## config.mk

```make
export PLATFORM = sky130hd
export DESIGN_NAME = mmss_counter
export DESIGN_NICKNAME = d
export VERILOG_FILES = /design/src/rtl/mmss_counter.sv
export SDC_FILE = /design/constraint.sdc
export NUM_CORES = 1
export LEC_CHECK = 0
export CAP_MARGIN = 10
export CELL_PAD_IN_SITES_DETAIL_PLACEMENT = 1
export CELL_PAD_IN_SITES_GLOBAL_PLACEMENT = 2
export CORE_MARGIN = 4
export CORE_UTILIZATION = 36
export CTS_CLUSTER_DIAMETER = 60
export DETAILED_ROUTE_END_ITERATION = 8
export GPL_TIMING_DRIVEN = 0
export PLACE_DENSITY = 0.86
export SLEW_MARGIN = 20
export SYNTH_ARGS = -nofsm -noshare
export SYNTH_HDL_FRONTEND = slang
export SYNTH_SLANG_ARGS = --single-unit
```

## constraint.sdc

```tcl
create_clock -name clk -period 2.7 [get_ports clk]
set_clock_uncertainty 0.1 [all_clocks]
set_input_delay 0.27 -clock clk [delete_from_list [all_inputs] [get_ports clk]]
set_output_delay 0.27 -clock clk [all_outputs]
set_load 0.03 [all_outputs]
```

## src/rtl/mmss_counter.sv

```systemverilog
// Minutes:seconds BCD up/down counter driven by a clk-cycle prescaler, with
// validated preset load, lap (display hold), rollover and sticky expiry flags.
module mmss_counter #(
    parameter int CLK_FREQ = 100000000,
    parameter int MAX_MIN  = 59
) (
    input  logic        clk,
    input  logic        init_regs_n,
    input  logic        count_enabled,
    input  logic        count_down,
    input  logic        load,
    input  logic [15:0] preset,
    input  logic        lap,
    output logic [15:0] time_reading,
    output logic        tick,
    output logic        rollover,
    output logic        expired
);

    localparam int            PW        = (CLK_FREQ > 2) ? $clog2(CLK_FREQ) : 1;
    localparam logic [PW-1:0] PRESC_MAX = PW'(CLK_FREQ - 1);
    localparam logic [3:0]    MAX_MT    = 4'(MAX_MIN / 10);
    localparam logic [3:0]    MAX_MO    = 4'(MAX_MIN % 10);
    localparam logic [15:0]   CNT_MAX   = {MAX_MT, MAX_MO, 4'h5, 4'h9};

    logic [PW-1:0] presc, presc_d;
    logic [15:0]   cnt, cnt_d, disp_d;
    logic          hold, hold_d, lap_q;
    logic          tick_d, roll_d, exp_d;
    logic          step, lap_rise;

    function automatic logic preset_ok(input logic [15:0] p);
        int mins;
        mins = int'(p[15:12]) * 10 + int'(p[11:8]);
        return (p[15:12] <= 4'd9) && (p[11:8] <= 4'd9) && (p[7:4] <= 4'd5) &&
               (p[3:0] <= 4'd9) && (mins <= MAX_MIN);
    endfunction

    function automatic logic [15:0] step_up(input logic [15:0] c);
        logic [3:0] mt, mo, st, so;
        {mt, mo, st, so} = c;
        if (so != 4'd9) begin
            so = so + 4'd1;
        end else begin
            so = 4'd0;
            if (st != 4'd5) begin
                st = st + 4'd1;
            end else begin
                st = 4'd0;
                if (mt == MAX_MT && mo == MAX_MO) begin
                    mt = 4'd0;
                    mo = 4'd0;
                end else if (mo != 4'd9) begin
                    mo = mo + 4'd1;
                end else begin
                    mo = 4'd0;
                    mt = mt + 4'd1;
                end
            end
        end
        return {mt, mo, st, so};
    endfunction

    // Counting down from 00:00 (only reachable before any expiry) wraps to MAX_MIN:59.
    function automatic logic [15:0] step_dn(input logic [15:0] c);
        logic [3:0] mt, mo, st, so;
        {mt, mo, st, so} = c;
        if (so != 4'd0) begin
            so = so - 4'd1;
        end else begin
            so = 4'd9;
            if (st != 4'd0) begin
                st = st - 4'd1;
            end else begin
                st = 4'd5;
                if (mo != 4'd0) begin
                    mo = mo - 4'd1;
                end else if (mt != 4'd0) begin
                    mo = 4'd9;
                    mt = mt - 4'd1;
                end else begin
                    mt = MAX_MT;
                    mo = MAX_MO;
                end
            end
        end
        return {mt, mo, st, so};
    endfunction

    always_comb begin
        lap_rise = lap & ~lap_q;
        step     = count_enabled & (presc == PRESC_MAX);
        presc_d  = presc;
        cnt_d    = cnt;
        hold_d   = hold ^ lap_rise;
        tick_d   = 1'b0;
        roll_d   = 1'b0;
        exp_d    = expired;
        if (count_enabled) begin
            presc_d = step ? '0 : presc + PW'(1);
        end
        if (load) begin
            cnt_d   = preset_ok(preset) ? preset : 16'h0000;
            presc_d = '0;
            exp_d   = 1'b0;
            hold_d  = 1'b0;
        end else if (step && !expired) begin
            tick_d = 1'b1;
            if (count_down) begin
                cnt_d = step_dn(cnt);
                exp_d = (cnt == 16'h0001);
            end else begin
                cnt_d  = step_up(cnt);
                roll_d = (cnt == CNT_MAX);
            end
        end
        // Entering hold captures this edge's count; leaving it shows the live count.
        disp_d = (hold && hold_d) ? time_reading : cnt_d;
    end

    always_ff @(posedge clk or negedge init_regs_n) begin
        if (!init_regs_n) begin
            presc        <= '0;
            cnt          <= 16'h0000;
            hold         <= 1'b0;
            lap_q        <= 1'b0;
            time_reading <= 16'h0000;
            tick         <= 1'b0;
            rollover     <= 1'b0;
            expired      <= 1'b0;
        end else begin
            presc        <= presc_d;
            cnt          <= cnt_d;
            hold         <= hold_d;
            lap_q        <= lap;
            time_reading <= disp_d;
            tick         <= tick_d;
            rollover     <= roll_d;
            expired      <= exp_d;
        end
    end

endmodule

```

---- Yosys cells after proc, flatten, opt, wreduce, memory -nomap -nowiden ----
Cells that the tools add are included.
W data, S select, Z words.
operators by class
  add/subtract/negate cells ............... 10
  multiply operators ...................... 1
  order comparisons ....................... 5
  equal/unequal tests ..................... 8
  muxes and demuxes ....................... 37
  bitwise logic cells ..................... 4
  reduce and logical (&&, ||, !) cells .... 16
operators with widths
  cell                     number
  $mux W4                  21
  $mux W27                 3
  $mux W16                 4
  $add A27 B1 Y27 const B  1
  $eq A27 B27 Y1 const B   1
  $add A4 B1 Y4 const B    4
  $eq A16 B1 Y1 const B    1
  $eq A16 B15 Y1 const B   1
  $reduce_bool A4 Y1       4
  $sub A4 B1 Y4 const B    4
  $le A4 B4 Y1 const B     3
  $add A8 B4 Y9            1
  $le A9 B6 Y1 const B     1
  $mux W1                  9
  $ne A4 B4 Y1 const B     2
  $logic_and A1 B1 Y1      7
  $mul A4 B3 Y7 const B    1
  $reduce_bool A2 Y1       3
  $eq A4 B3 Y1 const B     1
  $eq A4 B4 Y1 const B     1
  $le A4 B3 Y1 const B     1
  $ne A4 B3 Y1 const B     1
  $and A1 B1 Y1            2
  $reduce_and A2 Y1        1
  3 further kinds          3
storage, ports and cells
  register bits after elaboration ......... 64
  output and inout port bits .............. 19

---- Logic depth before layout (Yosys ltp) ----
  depth in word-level cells ............... 8
  mapped depth ............................ 10

---- Least setup slack after synthesis ----
Ideal clock, no wire load.
  path type ............................... input to register
  from .................................... input port preset[13]
  to ...................................... register time_reading[13]
  library setup time ...................... 82 ps
  arrival time ............................ 2585 ps
  required time ........................... 2518 ps
  path slack .............................. -67 ps
  stages .................................. 10
  buffers on the path ..................... 1
  path through ............................ ha_1 -> ha_1 -> fa_1 -> and3b_1 -> a31oi_1 -> a211o_2 -> a31oi_2 -> clkbuf_1 -> nand2_1 -> a31oi_1
between the ends
  longest elaborated chain between the ends .. 7
  elaborated cells between the ends (all ways) .. 10
  those cells by class .................... 1 x add/sub; 1 x mul; 2 x order compare; 2 x mux; 4 x reduce/logical
RTL lines
  what                                                   RTL line  text
  start, declared                                        12        input logic [15:0] preset,
  branches (longest 5 deep; another with $add A8 B4 Y9)  --
  $mux W16 (*)                                           103       cnt_d = preset_ok(preset) ? preset : 16'h0000;
  $mux W16 (*)                                           102       if (load) begin
  end signal, assigned                                   136       time_reading <= disp_d;
  end, declared                                          14        output logic [15:0] time_reading,
Mark *: on every way between the ends.
A chain may end at the register's enable or synchronous reset.

---- Final worst setup path ----
  from .................................... register presc[9]
  to ...................................... register time_reading[9]
between the ends
  longest elaborated chain between the ends .. 5
RTL lines
  what                    RTL line  text
  start, declared         26        logic [PW-1:0] presc, presc_d;
  start signal, assigned  132       presc <= presc_d;
  $eq A27 B27 Y1          92        step = count_enabled & (presc == PRESC_MAX);
  $and A1 B1 Y1           92
  $logic_and A1 B1 Y1     107       end else if (step && !expired) begin
  $mux W16                107
  $mux W16                102
  via cnt_d[9]            27        logic [15:0] cnt, cnt_d, disp_d;
The timed path passes the listed nets, and every way through them passes these cells.

==> impl_metrics.py <==
metrics = {
    "status": {
        "status": "finished clean",
    },
    "critical_path": {
        "path_class": "reg2reg",
        "crit_slowest_cell": "or4bb_1",
        "rr_worst_depth": 8,
        "path_buf_inv": 2,
        "cp_max_fo": 6,
        "rrSetupSlack_ns": 0.02,
        "crit_arrival_ns": 2.80,
        "worstPathCellList": "or4bb_1 > nor4_4 > buf_4 > and2_1 > buf_4 > a41oi_1 > a32o_2 > mux2_4",
        "crit_path_end": "time_reading[9]",
        "startpoint": "presc[9]",
        "crit_top_cell": "buf_4",
        "cp-start-kind": "flip-flop",
        "worstSetupEndpointType": "flip-flop",
        "crit_required_ns": 2.82,
        "rr_endpoint": "time_reading[9]",
        "r2r_start": "presc[9]",
        "cp_top_family": "simple AND/OR/NAND/NOR gates",
        "cp_num_cells": 8,
        "cpPeakStageDelay_ns": 0.58,
    },
    "floorplan": {
        "initial_utilization": 0.370,
        "die_w_um": 117,
        "die_area_um2": 13600,
        "fp-row-count": 39,
        "core_um2": 11500,
        "die_h_um": 117,
        "io-pin-count": 41,
    },
    "place": {
        "numPortBuffers": 39,
        "post-place-ws_ns": -1.28,
        "globalplace.congestion": 0.831,
        "dp_cells": 650,
        "dp_hpwl_mm": 9.78,
    },
    "clock_tree": {
        "cts_tree": "done",
        "cts_buffer_depth": 2,
        "htree_levels": 3,
        "clock_sinks": 64,
        "clock_latency_ns": 0.34,
        "ctsRootBufferMaster": "clkbuf_16",
        "cts.clk_slew.worst_paths_ns": 0.05,
        "cts_buffers": 9,
    },
    "routing": {
        "drt-initial-drc-count": 198,
        "ant_nets": 0,
        "totalWireLength_mm": 14.0,
        "dr.pass1.iters": 4,
        "drc": 0,
        "vias": 3937,
        "post_drt_wl_per_cell_um": 20.6,
        "via_per_inst": 5.82,
    },
    "timing": {
        "timing.fmax_mhz": 373,
        "rsz0062_at_grt": "yes",
        "timing.final.crit_share": 0.993,
        "finalSetupViolations": 0,
        "holdWs_ns": 0.198,
        "tightest_slew_ns": 0.764,
        "min_period_ns": 2.68,
        "slew_headroom": 0.486,
        "hold_violations": 0,
        "timing.final.max_slew_violations": 0,
        "worst_slack_ns": 0.0201,
    },
    "final_layout": {
        "nets": 568,
        "final_cell_mix": "dfrtp_1, nor2_1, nand2_1",
        "diodes": 0,
        "final_common_cell": "dfrtp_1",
        "layout-drive-gt1-share": 0.163,
        "layout-area-overhead-vs-synth_pct": 27.3,
        "stdcell_count": 677,
    },
    "logic_synthesis": {
        "yosysSeqAreaShare": 0.376,
        "ys_seq_elements": 64,
        "synthesis.nets": 506,
        "synthCells": 467,
        "synth.top_cell.area_share": 0.376,
        "yosysTopAreaCell": "dfrtp_1",
        "avgSynthCellArea_um2": 9.12,
        "netlist_area_um2": 4260,
        "ys.flop_type": "dfrtp_1",
        "synth_cell_types": 78,
        "ys_warn_count": 0,
        "synth_edf_count": 0,
        "synthArstFlopShare": 1.00,
        "synth.area.top_cells": "dfrtp_1, nor2_1, ha_1, nand2_1, xnor2_1",
    },
    "worst_hold_path": {
        "hold_path.class": "in2reg",
    },
    "global_routing": {
        "gr-usage-all-layers": 0.216,
        "grt_pass1_wl_mm": 22.7,
        "antenna_found_initial": 0,
        "grt_overflow_total": 0,
        "grt_pass1_vias": 4252,
        "grt_max_degree": 46,
    },
    "job": {
        "max-cap-violations": 0,
    },
    "power": {
        "ir_drop_uv": 327,
        "power.density_nw_per_um2": 506,
        "power_mw": 2.74,
        "p_leak_nw": 2.34,
    },
}
worst reg2reg max path: stages (launching register included):
cell     delay, ns
dfrtp_1       0.46
or4bb_1       0.58
nor4_4        0.23
buf_4         0.20
and2_1        0.14
buf_4         0.15
a41oi_1       0.14
a32o_2        0.31
mux2_4        0.26
timing repair:
action | CTS | global route
gates cloned | 1 | 0
hold buffers | 1 | 0
buffers inserted | 6 | 3
setup endpoints to repair | 55 | 40
hold endpoints to repair | 19 | 0
pin swaps | 6 | 10
gates resized for setup | 35 | 18
worst min-delay path by stage:
stage	from	cells past startpoint	to
floorplan	init_regs_n	0	cnt[0]
global placement	time_reading[1]	1	time_reading[1]
detailed placement	init_regs_n	1	presc[19]
CTS	preset[13]	3	cnt[13]
global route	preset[15]	3	time_reading[15]
finish	preset[15]	3	time_reading[15]
where the power goes:
group / internal [mW] / total, mW / switching, mW
clock network: 0.903 / 1.36 / 0.456
logic: 0.153 / 0.378 / 0.224
registers: 0.982 / 1.00 / 0.0216
total: 2.04 / 2.74 / 0.702
Yosys cell counts, types with 4 or more instances:
library cell	instances
dfrtp_1	64
nand4_1	7
nand2_1	40
inv_1	12
nor2b_1	5
ha_1	15
o211ai_1	6
xnor2_1	16
and2_1	6
and3_1	10
a31oi_1	10
nor2_1	55
nand2b_1	5
xor2_1	15
and4_1	4
a21oi_1	15
nor4_1	8
a21o_1	7
nor3_1	14
o21ai_0	21
mux2_2	4
nand3_1	24
clkbuf_1	17
final cells by class:
cell class,instances,area (um2)
Tap cell,143,179
Inverter,13,48.8
Multi-Input combinational cell,363,2540
Timing Repair Buffer,51,499
Clock inverter,7,120
Buffer,27,200
Sequential cell,64,1600
Clock buffer,9,225
Fill cell,1334,6100
metrics by stage:
| stage | cell area [um2] | TNS, ns | utilization |
|---|---|---|---|
| after global placement | 4830 | -99.97 | 0.419 |
| after floorplan | 4260 | 0 | - |
| final | 5420 | 0 | 0.471 |
| after CTS | 5340 | 0 | 0.463 |
| after detailed placement | 4850 | -40.13 | 0.421 |
| after global routing | 5420 | -0.344 | 0.471 |
flip-flops by register name, indices dropped and copies added (netlist names):
signal	count
expired	1
presc	27
time_reading	16
tick	1
rollover	1
cnt	16
lap_q	1
hold	1
cells by family after synthesis:
kind of cell | after synthesis | synth area share
and+or+nand+nor | 209 | 0.269
AOI/OAI and AO/OA | 100 | 0.166
DFF | 64 | 0.376
muxes | 6 | 0.0176
xor gates and xnor gates | 31 | 0.0638
buffers and inverters | 40 | 0.0541
adders and majority gates | 17 | 0.0535
metal layers:
| metal | global-route usage | vias to the layer above | part of all wire |
|---|---|---|---|
| met3 | 0.0332 | 31 | 0.030 |
| met2 | 0.373 | 75 | 0.50 |
| met5 | 0 | - | 0 |
| met1 | 0.271 | 1990 | 0.44 |
| li1 | - | 1841 | - |
| met4 | 0.0872 | 0 | 0.029 |
Power figures use the tool's default switching activity.
